$ cat src/rtl/bus_owner_ctrl_pkg.sv
// Shared definitions for the bus ownership controller: requester count,
// counter width, default timeout and the state / grant-class enums.
package bus_owner_ctrl_pkg;

    localparam int NUM_REQ        = 4;
    localparam int CNT_W          = 8;
    localparam int TMO_CYCLES_DEF = 16;

    typedef enum logic [2:0] {
        IDLE,
        GRANT,
        OWN,
        RELEASE,
        SETTLE
    } state_t;

    typedef enum logic [1:0] {
        GNT_ZERO,
        GNT_ONE,
        GNT_MULTI
    } gnt_class_t;

endpackage

$ cat src/rtl/bus_owner_ctrl_onehot_chk.sv
// Combinational classifier for the grant vector: zero, one-hot or multi-hot.
module onehot_chk
    import bus_owner_ctrl_pkg::*;
(
    input  logic [NUM_REQ-1:0] vec,
    output gnt_class_t         cls
);

    logic [NUM_REQ-1:0] low_cleared;

    // Clearing the lowest set bit leaves zero exactly when at most one bit was set
    always_comb begin
        low_cleared = vec & (vec - NUM_REQ'(1));
        cls         = GNT_ZERO;
        if (vec == '0) begin
            cls = GNT_ZERO;
        end else if (low_cleared == '0) begin
            cls = GNT_ONE;
        end else begin
            cls = GNT_MULTI;
        end
    end

endmodule

$ cat src/rtl/bus_owner_ctrl.sv
// Bus ownership controller: accepts a grant from the upstream resolver,
// holds ownership until release, requester drop or timeout, then enforces
// a two-cycle turnaround before arbitration may advance again.
module bus_owner_ctrl
    import bus_owner_ctrl_pkg::*;
#(
    parameter int TMO_CYCLES = TMO_CYCLES_DEF
) (
    input  logic               clk,
    input  logic               rst,
    input  logic [NUM_REQ-1:0] gnt,
    input  logic [NUM_REQ-1:0] req,
    input  logic [NUM_REQ-1:0] rel,
    output logic               pr_en,
    output logic [NUM_REQ-1:0] owner,
    output logic [NUM_REQ-1:0] ack,
    output logic               busy,
    output logic               tmo,
    output logic               err
);

    localparam logic [CNT_W-1:0] TMO_LAST = CNT_W'(TMO_CYCLES - 1);
    localparam logic [CNT_W-1:0] CNT_MAX  = '1;

    state_t             state;
    gnt_class_t         gnt_class;
    logic [CNT_W-1:0]   cnt;
    logic [CNT_W-1:0]   cnt_next;
    logic               rel_hit;
    logic               req_drop;

    onehot_chk u_onehot_chk (
        .vec (gnt),
        .cls (gnt_class)
    );

    // Ownership counter step (saturating) and the two voluntary release causes
    always_comb begin
        cnt_next = (cnt == CNT_MAX) ? cnt : cnt + CNT_W'(1);
        rel_hit  = (rel & owner) != '0;
        req_drop = (req & owner) == '0;
    end

    // Ownership FSM with all outputs registered alongside the state
    always_ff @(posedge clk or negedge rst) begin
        if (!rst) begin
            state <= IDLE;
            owner <= '0;
            ack   <= '0;
            busy  <= 1'b0;
            tmo   <= 1'b0;
            err   <= 1'b0;
            pr_en <= 1'b0;
            cnt   <= '0;
        end else begin
            ack <= '0;
            tmo <= 1'b0;
            case (state)
                IDLE: begin
                    pr_en <= 1'b1;
                    busy  <= 1'b0;
                    owner <= '0;
                    case (gnt_class)
                        GNT_ONE: begin
                            if ((gnt & req) != '0) begin
                                state <= GRANT;
                                owner <= gnt;
                                ack   <= gnt;
                                busy  <= 1'b1;
                                pr_en <= 1'b0;
                                cnt   <= '0;
                            end
                        end
                        GNT_MULTI: err <= 1'b1;
                        default: ;
                    endcase
                end
                GRANT: begin
                    state <= OWN;
                    cnt   <= cnt_next;
                end
                OWN: begin
                    if (rel_hit || req_drop) begin
                        state <= RELEASE;
                        owner <= '0;
                        busy  <= 1'b0;
                        pr_en <= 1'b1;
                    end else if (cnt == TMO_LAST) begin
                        state <= RELEASE;
                        owner <= '0;
                        busy  <= 1'b0;
                        pr_en <= 1'b1;
                        tmo   <= 1'b1;
                    end else begin
                        cnt <= cnt_next;
                    end
                end
                RELEASE: begin
                    state <= SETTLE;
                    pr_en <= 1'b1;
                end
                SETTLE: begin
                    state <= IDLE;
                    pr_en <= 1'b1;
                end
                default: begin
                    state <= IDLE;
                    owner <= '0;
                    busy  <= 1'b0;
                    pr_en <= 1'b1;
                end
            endcase
        end
    end

endmodule
$ cat config.mk
export PLATFORM = sky130hd
export DESIGN_NAME = bus_owner_ctrl
export DESIGN_NICKNAME = d
export VERILOG_FILES = /design/src/rtl/bus_owner_ctrl_pkg.sv /design/src/rtl/bus_owner_ctrl_onehot_chk.sv /design/src/rtl/bus_owner_ctrl.sv
export SDC_FILE = /design/constraint.sdc
export NUM_CORES = 1
export LEC_CHECK = 0
export CORE_ASPECT_RATIO = 0.9
export CORE_MARGIN = 5
export CORE_UTILIZATION = 49
export CTS_CLUSTER_DIAMETER = 40
export DETAILED_ROUTE_END_ITERATION = 12
export GPL_TIMING_DRIVEN = 0
export PLACE_DENSITY = 0.82
export SYNTH_ARGS = -nofsm -noshare
export SYNTH_HDL_FRONTEND = slang
export SYNTH_SLANG_ARGS = --single-unit
$ cat constraint.sdc
create_clock -name clk -period 2.61 [get_ports clk]
set_input_delay 0.522 -clock clk [delete_from_list [all_inputs] [get_ports clk]]
set_output_delay 0.522 -clock clk [all_outputs]
set_load 0.01 [all_outputs]
==> results.txt <==
----------------------------------------------------
[Clock tree]
  CTS root buffer ... sky130_fd_sc_hd__clkbuf_4
  CTS clock-pin slew for the worst setup and hold paths ... 130 ps
  TritonCTS buffer count ... 3
  Post-CTS Hold Buffers ... 0
  Max Buffers Root-to-Sink ... 2
  CTS-repair resized insts ... 0
  Clock net sink count ... 23
  CTS tree ... built
  Post-CTS setup buffer count ... 0
  Clock latency reported for the late side of the worst-skew pair ... 320 ps
  H-tree level count ... 1

[Cells and area]
  Multi-input combinational cell area ... 563.0 µm²
  Core Util, Final ... 0.6297
  Post-Layout Cell Count ... 171
  Share of final-layout standard cells stronger than drive strength 1 ... 0.07692
  Area growth from synthesis to layout ... 26.34%
  Post-route design area ... 1500 µm²
  Area of all sequential standard cells ... 575.6 µm²
  Layout net count ... 159
  Number of diodes ... 0
  Fill cells ... 209
  Most common library cell in the layout ignoring fill and taps ... sky130_fd_sc_hd__clkdlybuf4s50_1
  Most used cells in the layout excluding fill and tap cells ... 25 x sky130_fd_sc_hd__clkdlybuf4s50_1, 23 x sky130_fd_sc_hd__dfrtp_1, 14 x sky130_fd_sc_hd__nand2_1

[Route]
  Avg Vias per Cell ... 5.842
  First DRT Iteration DRCs ... 25
  DRT antenna net count ... 0
  Post-route DRC ... 0
  Detailed-route wire length per cell ... 15.83 µm
  Router iterations before antenna repair ... 4
  Total number of vias ... 999
  Final Routed Wirelength ... 2707 µm

[Yosys]
  Number of flip-flops and latches in the synthesized netlist ... 23
  Leading area contributor after synthesis ... sky130_fd_sc_hd__dfrtp_1
  Total of warnings raised by yosys ... 0
  Yosys cell types ... 43
  Mapped Cells ... 114
  Total nets after synthesis ... 129
  Mean cell area of the mapped netlist ... 10.42 µm²
  Cell area after synthesis ... 1187 µm²
  Post-synthesis sequential area ratio ... 0.4847
  Area share of the leading cell type in the synthesized netlist ... 0.4847
  Ranking of synthesized cells by area ... sky130_fd_sc_hd__dfrtp_1 48%, sky130_fd_sc_hd__nand2_1 4.4%, sky130_fd_sc_hd__a21o_1 3.2%, sky130_fd_sc_hd__a22oi_1 2.5%, sky130_fd_sc_hd__o211ai_1 2.5%

[Timing]
  Peak clock frequency supported by timing ... 444.8 MHz
  Worst Hold Margin ... 495.2 ps
  Slew at the pin closest to its max-slew limit ... 991.5 ps
  Max Clock Skew ... 8.825 ps
  Final total negative setup slack ... 0 ps
  Final setup violation count ... 0
  Final Hold Vio Count ... 0
  Final Max Slew Viols ... 0
  Setup repair after global routing missed its margin ... no
  Max transition margin ... 0.3369
  Final worst setup slack ... 361.8 ps
  Minimum period implied by the final worst setup slack ... 2248 ps
  Post-route fraction of the period consumed by the critical path ... 0.8614

[Place]
  Routability congestion estimate ... 0.7880
  DP Wirelength ... 2020 µm
  Placement-stage cell area ... 1473 µm²
  IO Port Bufs ... 25
  Post-Place Cells ... 167
  Setup Slack @ Placement ... 29.33 ps

[Floorplan]
  # rows ... 17
  Die X ... 61.89 µm
  Die footprint ... 3509 µm²
  Die Y-Extent ... 56.70 µm
  Floorplan core area ... 2382 µm²
  Top-level I/O count ... 26
  Starting density of the core ... 0.4984

[Global routing]
  Antenna violations before repair ... 0
  Pin count of the biggest net entering global routing ... 24
  First-pass GRT wire length ... 4671 µm
  GRT Total Usage ... 0.1731
  Vias in the first global route ... 992
  Congestion Overflow GR ... 0

[Power]
  Sequential share of power ... 0.422
  Internal cell power ... 0.7087 mW
  Share of power burned in the clock network ... 0.144
  Leakage dissipation ... 0.6604 nW
  Overall power ... 1.147 mW
  Max rail drop VDD ... 0.6123 mV
  Part of the total power dissipated in combinational logic ... 0.435
  Fraction of power spent switching nets ... 0.3821
  Net switching power of the design ... 0.4383 mW
  Cell Pwr Density ... 764.6 nW/µm²

[Job]
  Count of maximum capacitance violations ... 0

[Critical path]
  Data arrival time of the critical path ... 2500 ps
  Worst Setup EP ... cnt[5]
  Critical path required time ... 2860 ps
  Logic depth of the worst register-to-register path ... 7
  Category of the worst setup path capture point ... flip-flop
  Capture instance of the worst register-to-register path ... cnt[5]
  Origin of the critical flop-to-flop path ... cnt[0]
  Startpoint class of the critical path ... input port
  Highest net fanout along the worst path ... 10
  Crit. Startpoint ... gnt[1]
  Critical Setup Path Class ... input port to flip-flop
  R2R setup slack ... 400 ps

[Outcome]
  Status ... complete, no violations

[Min path]
  Worst min-delay path class ... flip-flop to flip-flop

----------------------------------------------------
kinds of logic after synthesis:
family                   after synthesis  share of synthesized area
AND/OR/NAND/NOR                       47                     0.2234
AO/OA/AOI/OAI                         31                     0.2160
flip-flops                            23                     0.4847
buffers and inverters                  9                    0.04109
adder cells (fa/ha/maj)                2                    0.01897
XOR/XNOR                               1                   0.007378
multiplexers                           1                   0.008430
worst max-delay path: stages:
cell	delay, ps
sky130_fd_sc_hd__clkdlybuf4s50_1	460
sky130_fd_sc_hd__maj3_1	360
sky130_fd_sc_hd__o21ai_1	290
sky130_fd_sc_hd__nand3_1	160
sky130_fd_sc_hd__clkbuf_1	260
sky130_fd_sc_hd__a211oi_2	250
sky130_fd_sc_hd__mux2i_1	200
sequential cells by signal (all words and copies together) (netlist names):
register  cells
state         3
owner         4
pr_en         1
err           1
ack           4
busy          1
tmo           1
cnt           8
layout make-up:
type,count,share of cell area
timing repair buffer,25,0.1668
sequential,23,0.3837
buffer,6,0.02502
multi-input combinational,82,0.3753
clock buffer,3,0.01501
tap,28,0.02335
clock inverter,1,0.003336
inverter,3,0.007506
Yosys cell counts:
library cell / number
sky130_fd_sc_hd__dfrtp_1: 23
sky130_fd_sc_hd__nand2_1: 14
sky130_fd_sc_hd__a21o_1: 5
sky130_fd_sc_hd__a22oi_1: 4
sky130_fd_sc_hd__and2_1: 4
sky130_fd_sc_hd__clkbuf_1: 4
sky130_fd_sc_hd__nand3_1: 4
sky130_fd_sc_hd__nor2_1: 4
sky130_fd_sc_hd__o211ai_1: 4
sky130_fd_sc_hd__or4_1: 4
sky130_fd_sc_hd__inv_1: 3
sky130_fd_sc_hd__a211oi_1: 2
sky130_fd_sc_hd__a21oi_1: 2
sky130_fd_sc_hd__a22o_1: 2
sky130_fd_sc_hd__and3_1: 2
sky130_fd_sc_hd__buf_6: 2
sky130_fd_sc_hd__nand2b_1: 2
sky130_fd_sc_hd__nor3_1: 2
sky130_fd_sc_hd__o21ai_1: 2
sky130_fd_sc_hd__or4b_1: 2
sky130_fd_sc_hd__a2111oi_0: 1
sky130_fd_sc_hd__a2111oi_4: 1
sky130_fd_sc_hd__a211oi_2: 1
sky130_fd_sc_hd__a31o_1: 1
sky130_fd_sc_hd__a31oi_1: 1
sky130_fd_sc_hd__a31oi_2: 1
sky130_fd_sc_hd__and4_1: 1
sky130_fd_sc_hd__ha_1: 1
sky130_fd_sc_hd__maj3_1: 1
sky130_fd_sc_hd__mux2i_1: 1
sky130_fd_sc_hd__nand3b_1: 1
sky130_fd_sc_hd__nand4_1: 1
sky130_fd_sc_hd__nand4b_1: 1
sky130_fd_sc_hd__nor2b_1: 1
sky130_fd_sc_hd__nor4_1: 1
sky130_fd_sc_hd__o21ai_0: 1
sky130_fd_sc_hd__o21bai_1: 1
sky130_fd_sc_hd__o311ai_1: 1
sky130_fd_sc_hd__o41ai_1: 1
sky130_fd_sc_hd__or2_2: 1
sky130_fd_sc_hd__or3_1: 1
sky130_fd_sc_hd__or3b_4: 1
sky130_fd_sc_hd__xnor2_1: 1
how the worst min path moves through the flow:
stage | startpoint | end | slack (ps) | depth (start not counted)
5_1_grt | err | err | 520 | 2
3_5_place_dp | busy | busy | 470 | 1
2_1_floorplan | rst | ack[0] | 230 | 0
4_1_cts | err | err | 500 | 2
6_report | err | err | 500 | 2
3_3_place_gp | err | err | 450 | 2
metal layers:
metal	vias up	global-route usage	routed length, µm
met1	491	0.2418	1263
met4	0	0.02727	14
li1	488	-	-
met2	18	0.2735	1337
met3	2	0.04138	91
met5	-	0	0
power by group through the flow:
stage / Sequential (mW) / Clock, mW / Combinational (mW)
2_1_floorplan: 0.491 / 0 / 0.319
3_3_place_gp: 0.486 / 0 / 0.480
3_5_place_dp: 0.489 / 0 / 0.489
4_1_cts: 0.483 / 0.170 / 0.495
5_1_grt: 0.494 / 0.184 / 0.549
6_report: 0.484 / 0.165 / 0.498
Power figures use the tool's default switching activity.
